==> config.mk <==
export PLATFORM = sky130hd
export DESIGN_NAME = e203_exu_longp_retire
export DESIGN_NICKNAME = d
export VERILOG_FILES = /design/src/rtl/e203_exu_longp_retire_pkg.sv /design/src/rtl/e203_exu_longp_retire_ent.sv /design/src/rtl/e203_exu_longp_retire.sv
export SDC_FILE = /design/constraint.sdc
export NUM_CORES = 1
export LEC_CHECK = 0
export CAP_MARGIN = 20
export CORE_MARGIN = 3
export CORE_UTILIZATION = 40
export CTS_CLUSTER_DIAMETER = 60
export CTS_CLUSTER_SIZE = 20
export DETAILED_ROUTE_END_ITERATION = 12
export GPL_TIMING_DRIVEN = 0
export PLACE_DENSITY = 0.87
export SLEW_MARGIN = 15
export SYNTH_ARGS = -nofsm -noshare
export SYNTH_HDL_FRONTEND = slang
export SYNTH_SLANG_ARGS = --single-unit
==> constraint.sdc <==
create_clock -name clk -period 6.45 [get_ports clk]
set_input_delay 1.29 -clock clk [delete_from_list [all_inputs] [get_ports clk]]
set_output_delay 1.29 -clock clk [all_outputs]
set_load 0.01 [all_outputs]
==> src/rtl/e203_exu_longp_retire_pkg.sv <==
// Shared widths and the holding-entry record for the long-pipe retire stage.
package e203_exu_longp_retire_pkg;

    localparam int LONGP_ITAG_W   = 1;
    localparam int LONGP_ITAG_MAX = 8;
    localparam int RDIDX_W        = 5;
    localparam int XLEN           = 32;

    // itag is stored zero-extended to LONGP_ITAG_MAX so one record serves any ITAG_W
    typedef struct packed {
        logic [LONGP_ITAG_MAX-1:0] itag;
        logic [XLEN-1:0]           wdat;
        logic                      err;
        logic [XLEN-1:0]           badaddr;
    } longp_ent_t;

endpackage

==> src/rtl/e203_exu_longp_retire_ent.sv <==
// Single completion holding entry: capture, drain, ready and retire-pointer match.
module e203_exu_longp_ent
    import e203_exu_longp_retire_pkg::*;
(
    input  logic                      clk,
    input  logic                      rst_n,
    input  logic                      i_valid,
    output logic                      i_ready,
    input  longp_ent_t                i_ent,
    input  logic [LONGP_ITAG_MAX-1:0] ret_ptr,
    input  logic                      oitf_empty,
    input  logic                      drain,
    output logic                      vld,
    output longp_ent_t                ent,
    output logic                      match
);

    logic capture;

    assign i_ready = ~vld | drain;
    assign capture = i_valid & i_ready;
    assign match   = vld & (ent.itag == ret_ptr) & ~oitf_empty;

    always_ff @(posedge clk or negedge rst_n) begin
        if (!rst_n) begin
            vld <= 1'b0;
            ent <= '0;
        end else begin
            if (capture) begin
                vld <= 1'b1;
                ent <= i_ent;
            end else if (drain) begin
                vld <= 1'b0;
            end
        end
    end

endmodule

==> src/rtl/e203_exu_longp_retire.sv <==
// Long-pipe in-order retire: LSU entry always, NICE entry when E203_LONGP_NICE_EN is defined.
module e203_exu_longp_retire
    import e203_exu_longp_retire_pkg::*;
#(
    parameter int ITAG_W = LONGP_ITAG_W
) (
    input  logic                clk,
    input  logic                rst_n,
    input  logic                lsu_i_valid,
    output logic                lsu_i_ready,
    input  logic [ITAG_W-1:0]   lsu_i_itag,
    input  logic [XLEN-1:0]     lsu_i_wdat,
    input  logic                lsu_i_err,
    input  logic [XLEN-1:0]     lsu_i_badaddr,
`ifdef E203_LONGP_NICE_EN
    input  logic                nice_i_valid,
    output logic                nice_i_ready,
    input  logic [ITAG_W-1:0]   nice_i_itag,
    input  logic [XLEN-1:0]     nice_i_wdat,
    input  logic                nice_i_err,
`endif
    input  logic                oitf_empty,
    input  logic [ITAG_W-1:0]   oitf_ret_ptr,
    input  logic [RDIDX_W-1:0]  oitf_ret_rdidx,
    input  logic                oitf_ret_rdwen,
    input  logic                oitf_ret_rdfpu,
    input  logic [XLEN-1:0]     oitf_ret_pc,
    output logic                oitf_ret_ena,
    output logic                wbck_o_valid,
    input  logic                wbck_o_ready,
    output logic [XLEN-1:0]     wbck_o_wdat,
    output logic [RDIDX_W-1:0]  wbck_o_rdidx,
    output logic                wbck_o_rdfpu,
    output logic                excp_o_valid,
    input  logic                excp_o_ready,
    output logic [XLEN-1:0]     excp_o_pc,
    output logic [XLEN-1:0]     excp_o_badaddr,
    output logic                excp_o_src_nice
);

    logic [LONGP_ITAG_MAX-1:0] ret_ptr_ext;
    longp_ent_t                lsu_in, lsu_ent, nice_ent, sel_ent;
    logic                      lsu_vld, lsu_match, sel_lsu, sel_nice, sel_any;
    logic                      retire;

    assign ret_ptr_ext = LONGP_ITAG_MAX'(oitf_ret_ptr);

    assign lsu_in = '{itag: LONGP_ITAG_MAX'(lsu_i_itag), wdat: lsu_i_wdat,
                      err: lsu_i_err, badaddr: lsu_i_badaddr};

    e203_exu_longp_ent u_lsu_ent (
        .clk        (clk),
        .rst_n      (rst_n),
        .i_valid    (lsu_i_valid),
        .i_ready    (lsu_i_ready),
        .i_ent      (lsu_in),
        .ret_ptr    (ret_ptr_ext),
        .oitf_empty (oitf_empty),
        .drain      (retire & sel_lsu),
        .vld        (lsu_vld),
        .ent        (lsu_ent),
        .match      (lsu_match)
    );

`ifdef E203_LONGP_NICE_EN
    longp_ent_t nice_in;
    logic       nice_vld, nice_match;

    assign nice_in = '{itag: LONGP_ITAG_MAX'(nice_i_itag), wdat: nice_i_wdat,
                       err: nice_i_err, badaddr: '0};

    e203_exu_longp_ent u_nice_ent (
        .clk        (clk),
        .rst_n      (rst_n),
        .i_valid    (nice_i_valid),
        .i_ready    (nice_i_ready),
        .i_ent      (nice_in),
        .ret_ptr    (ret_ptr_ext),
        .oitf_empty (oitf_empty),
        .drain      (retire & sel_nice),
        .vld        (nice_vld),
        .ent        (nice_ent),
        .match      (nice_match)
    );

    assign sel_nice = nice_match & ~lsu_match;

    // Two live entries carrying the same tag means the tracking FIFO was corrupted upstream
    a_no_dual_match : assert property (@(posedge clk) disable iff (!rst_n)
        !(lsu_match && nice_match));
`else
    assign nice_ent = '0;
    assign sel_nice = 1'b0;
`endif

    assign sel_lsu = lsu_match;
    assign sel_any = sel_lsu | sel_nice;
    assign sel_ent = sel_lsu ? lsu_ent : nice_ent;

    assign excp_o_valid = sel_any & sel_ent.err;
    assign wbck_o_valid = sel_any & ~sel_ent.err & oitf_ret_rdwen;

    // Stores (no rd write, no error) retire without any downstream handshake
    always_comb begin
        retire = 1'b0;
        if (sel_any) begin
            if (sel_ent.err)         retire = excp_o_ready;
            else if (oitf_ret_rdwen) retire = wbck_o_ready;
            else                     retire = 1'b1;
        end
    end

    assign oitf_ret_ena = retire;

    assign wbck_o_wdat     = wbck_o_valid ? sel_ent.wdat   : '0;
    assign wbck_o_rdidx    = wbck_o_valid ? oitf_ret_rdidx : '0;
    assign wbck_o_rdfpu    = wbck_o_valid & oitf_ret_rdfpu;
    assign excp_o_pc       = excp_o_valid ? oitf_ret_pc     : '0;
    assign excp_o_badaddr  = excp_o_valid ? sel_ent.badaddr : '0;
    assign excp_o_src_nice = excp_o_valid & sel_nice;

    logic unused_ok;
    assign unused_ok = ^{lsu_vld};

endmodule

### After elaboration in Yosys (flattened, before gate mapping)

Index checks and enable logic that the tools add are counted.

* equal/unequal tests: 1
* multiplexer cells: 10
* bitwise operators: 12
* reduce and logical (&&, ||, !) cells: 1

Operators with widths (number)
* two-way mux 32 bit: 3
* two-way mux 65 bit: 1
* bitwise AND 1 bit: 8
* two-way mux 1 bit: 5
* two-way mux 5 bit: 1
* NOT 1 bit: 3
* nonzero test 2 bit: 1
* equality test 1 bit: 1
* bitwise OR 1 bit: 1

* register bits after elaboration: 67
* input port bits: 112
* output and inout bits: 107
* word-level logic and storage cells: 29

### Longest topological paths before layout

* word-level depth: 10
* gate-level depth with buffers: 6
* gate-level depth less buffers: 4

### Cells and area by module

A second synthesis with hierarchy kept.

* cells, all modules: 296
* area, all modules: 3912.5 sq um

By module, submodules not included
* e203_exu_longp_ent: instances 1, cells each 169, area each 3149.3 sq um, sequential area each 1851.8 sq um
* e203_exu_longp_retire: instances 1, cells each 127, area each 763.2 sq um, sequential area each 0.0 sq um

### Worst setup path before layout

OpenSTA, ideal clock, no wires.

* path type: input to output
* start: input oitf_empty
* end: output wbck_o_wdat[16]
* data arrival time: 2599 ps
* required time: 5160 ps
* setup slack: 2561 ps
* stages: 6
* buffers on the path: 2
* path through: nand2b_1 > or2_2 > nor3b_2 > clkbuf_1 > clkbuf_1 > and2_1

* cells in the longest elaborated chain, start to end: 7

RTL lines
* from (decl): line e203_exu_longp_retire.sv:22 `input logic oitf_empty,`
* NOT 1 bit *: line e203_exu_longp_retire_ent.sv:22 `assign match = vld & (ent.itag == ret_ptr) & ~oitf_empty;`
* bitwise AND 1 bit *: line e203_exu_longp_retire_ent.sv:22
* two-way mux 65 bit: line e203_exu_longp_retire.sv:98 `assign sel_ent = sel_lsu ? lsu_ent : nice_ent;`
* NOT 1 bit: line e203_exu_longp_retire.sv:101 `assign wbck_o_valid = sel_any & ~sel_ent.err & oitf_ret_rdwen;`
* bitwise AND 1 bit (2 in series): line e203_exu_longp_retire.sv:101
* two-way mux 32 bit *: line e203_exu_longp_retire.sv:115 `assign wbck_o_wdat = wbck_o_valid ? sel_ent.wdat : '0;`
* to (decl): line e203_exu_longp_retire.sv:31 `output logic [XLEN-1:0] wbck_o_wdat,`

Mark *: on every way between the ends. The rest lies on a longest branch, timed or not.

### Worst setup path after layout

* start: input oitf_empty
* end: output wbck_o_wdat[22]

The elaborated chain is that of the path after synthesis.

==> results.toml <==
[synth]
yosysTopAreaCell = "dfrtp_1"
synth_fa_ha_area_frac = 0
synthCells = 274
synth.area.top_cells = "dfrtp_1 (49%), mux2_4 (17%), and3_1 (12%)"
synth_area_um2 = 3440
ys_ff_latch = 67
yosys_warnings = 0
syn_nets = 386
yosysTopAreaCellShare = 0.487
synth_compound_area_frac = 0.00473
ys_types = 22
seq_area_frac_synth = 0.487
synthMuxAreaShare = 0.260
synthSimpleGateAreaFrac = 0.204
synthXorXnorAreaFrac = 0.00255
synth_top_family_by_area = "multiplexers"
synth.avg_cell_area_um2 = 12.6

[worst_hold_path]
hp-start = "u_lsu_ent.ent[25]"
min_to = "u_lsu_ent.ent[25]"
hp-class = "register to register"
whs_path_depth = 1

[route]
drt_pass1_iterations = 4
drc = 0
via_count = 2946
viasPerCell = 4.81
dr.first_iter.drc_count = 93
antenna_left = 0
wl_per_cell_um = 17.0
wl_um = 10400

[placed_design]
place_congestion = 0.785
io_buffer_count = 217
dp.cells = 597
place_hpwl_um = 8140

[clock_tree]
clockBufferDepth = 2
cts_inserted_buffers = 9
cts_max_level = 3
clkSlewWorstSetupHoldPaths_ns = 0.07
insertion_delay_ns = 0.34
cts_tree = "done"
postCtsHoldBufs = 0
cts.sinks = 67
root_buffer = "clkbuf_8"
post_cts_resized = 0
cts_setup_buffers = 0

[critical_path]
startpoint_type = "input port"
worstPathMaxFanout = 10
reg2reg_depth = 6
rr_endpoint = "u_lsu_ent.ent[5]"
rrSetupSlack_ns = 4.50
worstPathArrival_ns = 3.84
r2r_start = "u_lsu_ent.ent[32]"
critPathRequiredTime_ns = 5.16
path_class = "input port to output port"
crit_path_end_kind = "output port"

[floorplanning]
initial_core_util = 0.414
chipWidth_um = 98.7
ios = 219
rows = 33
placeableCoreArea_um2 = 8300
fp.dieArea_um2 = 9750
fp.dieH_um = 98.7

[layout]
finalNetCount = 615
antenna_cells = 0
drive_gt1_frac = 0.185
layout_commonest_cell = "clkdlybuf4s50_1"
nFillCells = 607
fin_cells = 612
area_growth_pct = 72.8
final_cell_mix = "clkdlybuf4s50_1 (216), dfrtp_1 (67), and3_1 (64)"

[timing]
clock_skew_ns = 0.00573
fin_crit_ns = 5.13
relSlewSlack = 0.666
finalSetupViolations = 0
worstMarginPinSlew_ns = 0.501
slew_violations = 0
fin_crit_sh = 0.795
fin_tns_setup_ns = 0
timing.fmax_mhz = 195
rsz0062_at_grt = "false"
final_hold_viol_count = 0

[grt]
track_usage = 0.217
grt_first_pass_wirelength_um = 16700
grt_pass1_vias = 3138
antenna_found_initial = 0
grt_overflow_total = 0
grt_start_max_net_pins = 36

[outcome]
status = "complete, no violations"

[pwr]
power_density_nw_per_um2 = 336
p_leak_uw = 0.00276
ir_worst_vdd_uv = 200

[job]
maxCapViolations = 0
## routing by layer
metal / global-route usage / up-vias / routed length, um
li1: - / 1404 / -
met1: 0.279 / 1427 / 4360
met2: 0.363 / 102 / 5290
met3: 0.0538 / 13 / 611
met4: 0.0651 / 0 / 162
met5: 0 / - / 0
## synth_stat cells
cell,count
and2_1,39
and3_1,64
buf_1,1
buf_2,2
buf_4,2
buf_6,4
clkbuf_1,17
conb_1,1
dfrtp_1,67
mux2_2,26
mux2_4,40
nand2_1,1
nand2b_1,1
nor2_1,1
nor2b_1,1
nor3_1,1
nor3b_1,1
nor3b_2,1
o41ai_2,1
or2_2,1
or2b_1,1
xor2_1,1
## cell type report
cell class                      count  area, um2  share of cell area
Timing Repair Buffer              218       2190               0.368
Sequential cell                    67       1680               0.282
Multi-Input combinational cell    181       1630               0.274
Buffer                             26        138              0.0232
Tap cell                          105        131              0.0221
Clock buffer                        9        124              0.0208
Clock inverter                      6       57.6             0.00969
## report_power, final
part           switching [uW]  internal [uW]
sequential                109            634
combinational             343            577
clock                     156            174
total                     609           1390
## metrics by stage
step           worst slack, ns  area, um2  utilization  total power, uW  hold WS, ns
2_1_floorplan             2.56       3440            -             1280        0.471
3_3_place_gp              1.33       5740        0.692             1630        0.479
3_5_place_dp              1.31       5760        0.694             1670        0.485
4_1_cts                   1.31       5940        0.716             2010        0.503
5_1_grt                   1.10       5940        0.716             2120        0.509
6_report                  1.32       5940        0.716             1990        0.501
## worst max-delay path by stage
stage | start | to | slack, ns | cells past startpoint
floorplan | oitf_empty | wbck_o_wdat[16] | 2.56 | 6
global placement | oitf_ret_ptr | wbck_o_wdat[22] | 1.33 | 8
detailed placement | oitf_ret_ptr | wbck_o_wdat[22] | 1.31 | 8
CTS | oitf_ret_ptr | wbck_o_wdat[22] | 1.31 | 8
global route | oitf_ret_ptr | wbck_o_wdat[18] | 1.10 | 8
finish | oitf_empty | wbck_o_wdat[22] | 1.32 | 8
## cells by family after synthesis
kind of cell	Yosys count
xor gates and xnor gates	1
muxes	66
other	1
DFF	67
AOI/OAI and AO/OA	1
and+or+nand+nor	112
buffers and inverters	26
## worst max-delay path, cell delays in order
cell             delay, ns
clkdlybuf4s50_1       0.40
nand2b_1              0.18
or2_2                 0.33
nor3b_2               0.24
clkbuf_1              0.35
clkbuf_1              0.32
and2_1                0.19
clkdlybuf4s50_1       0.53
## sequential cells by signal, summed over array words and instances, names as in the netlist
signal	flops
u_lsu_ent.vld	1
u_lsu_ent.ent	66
(Power assumes the default switching activity.)
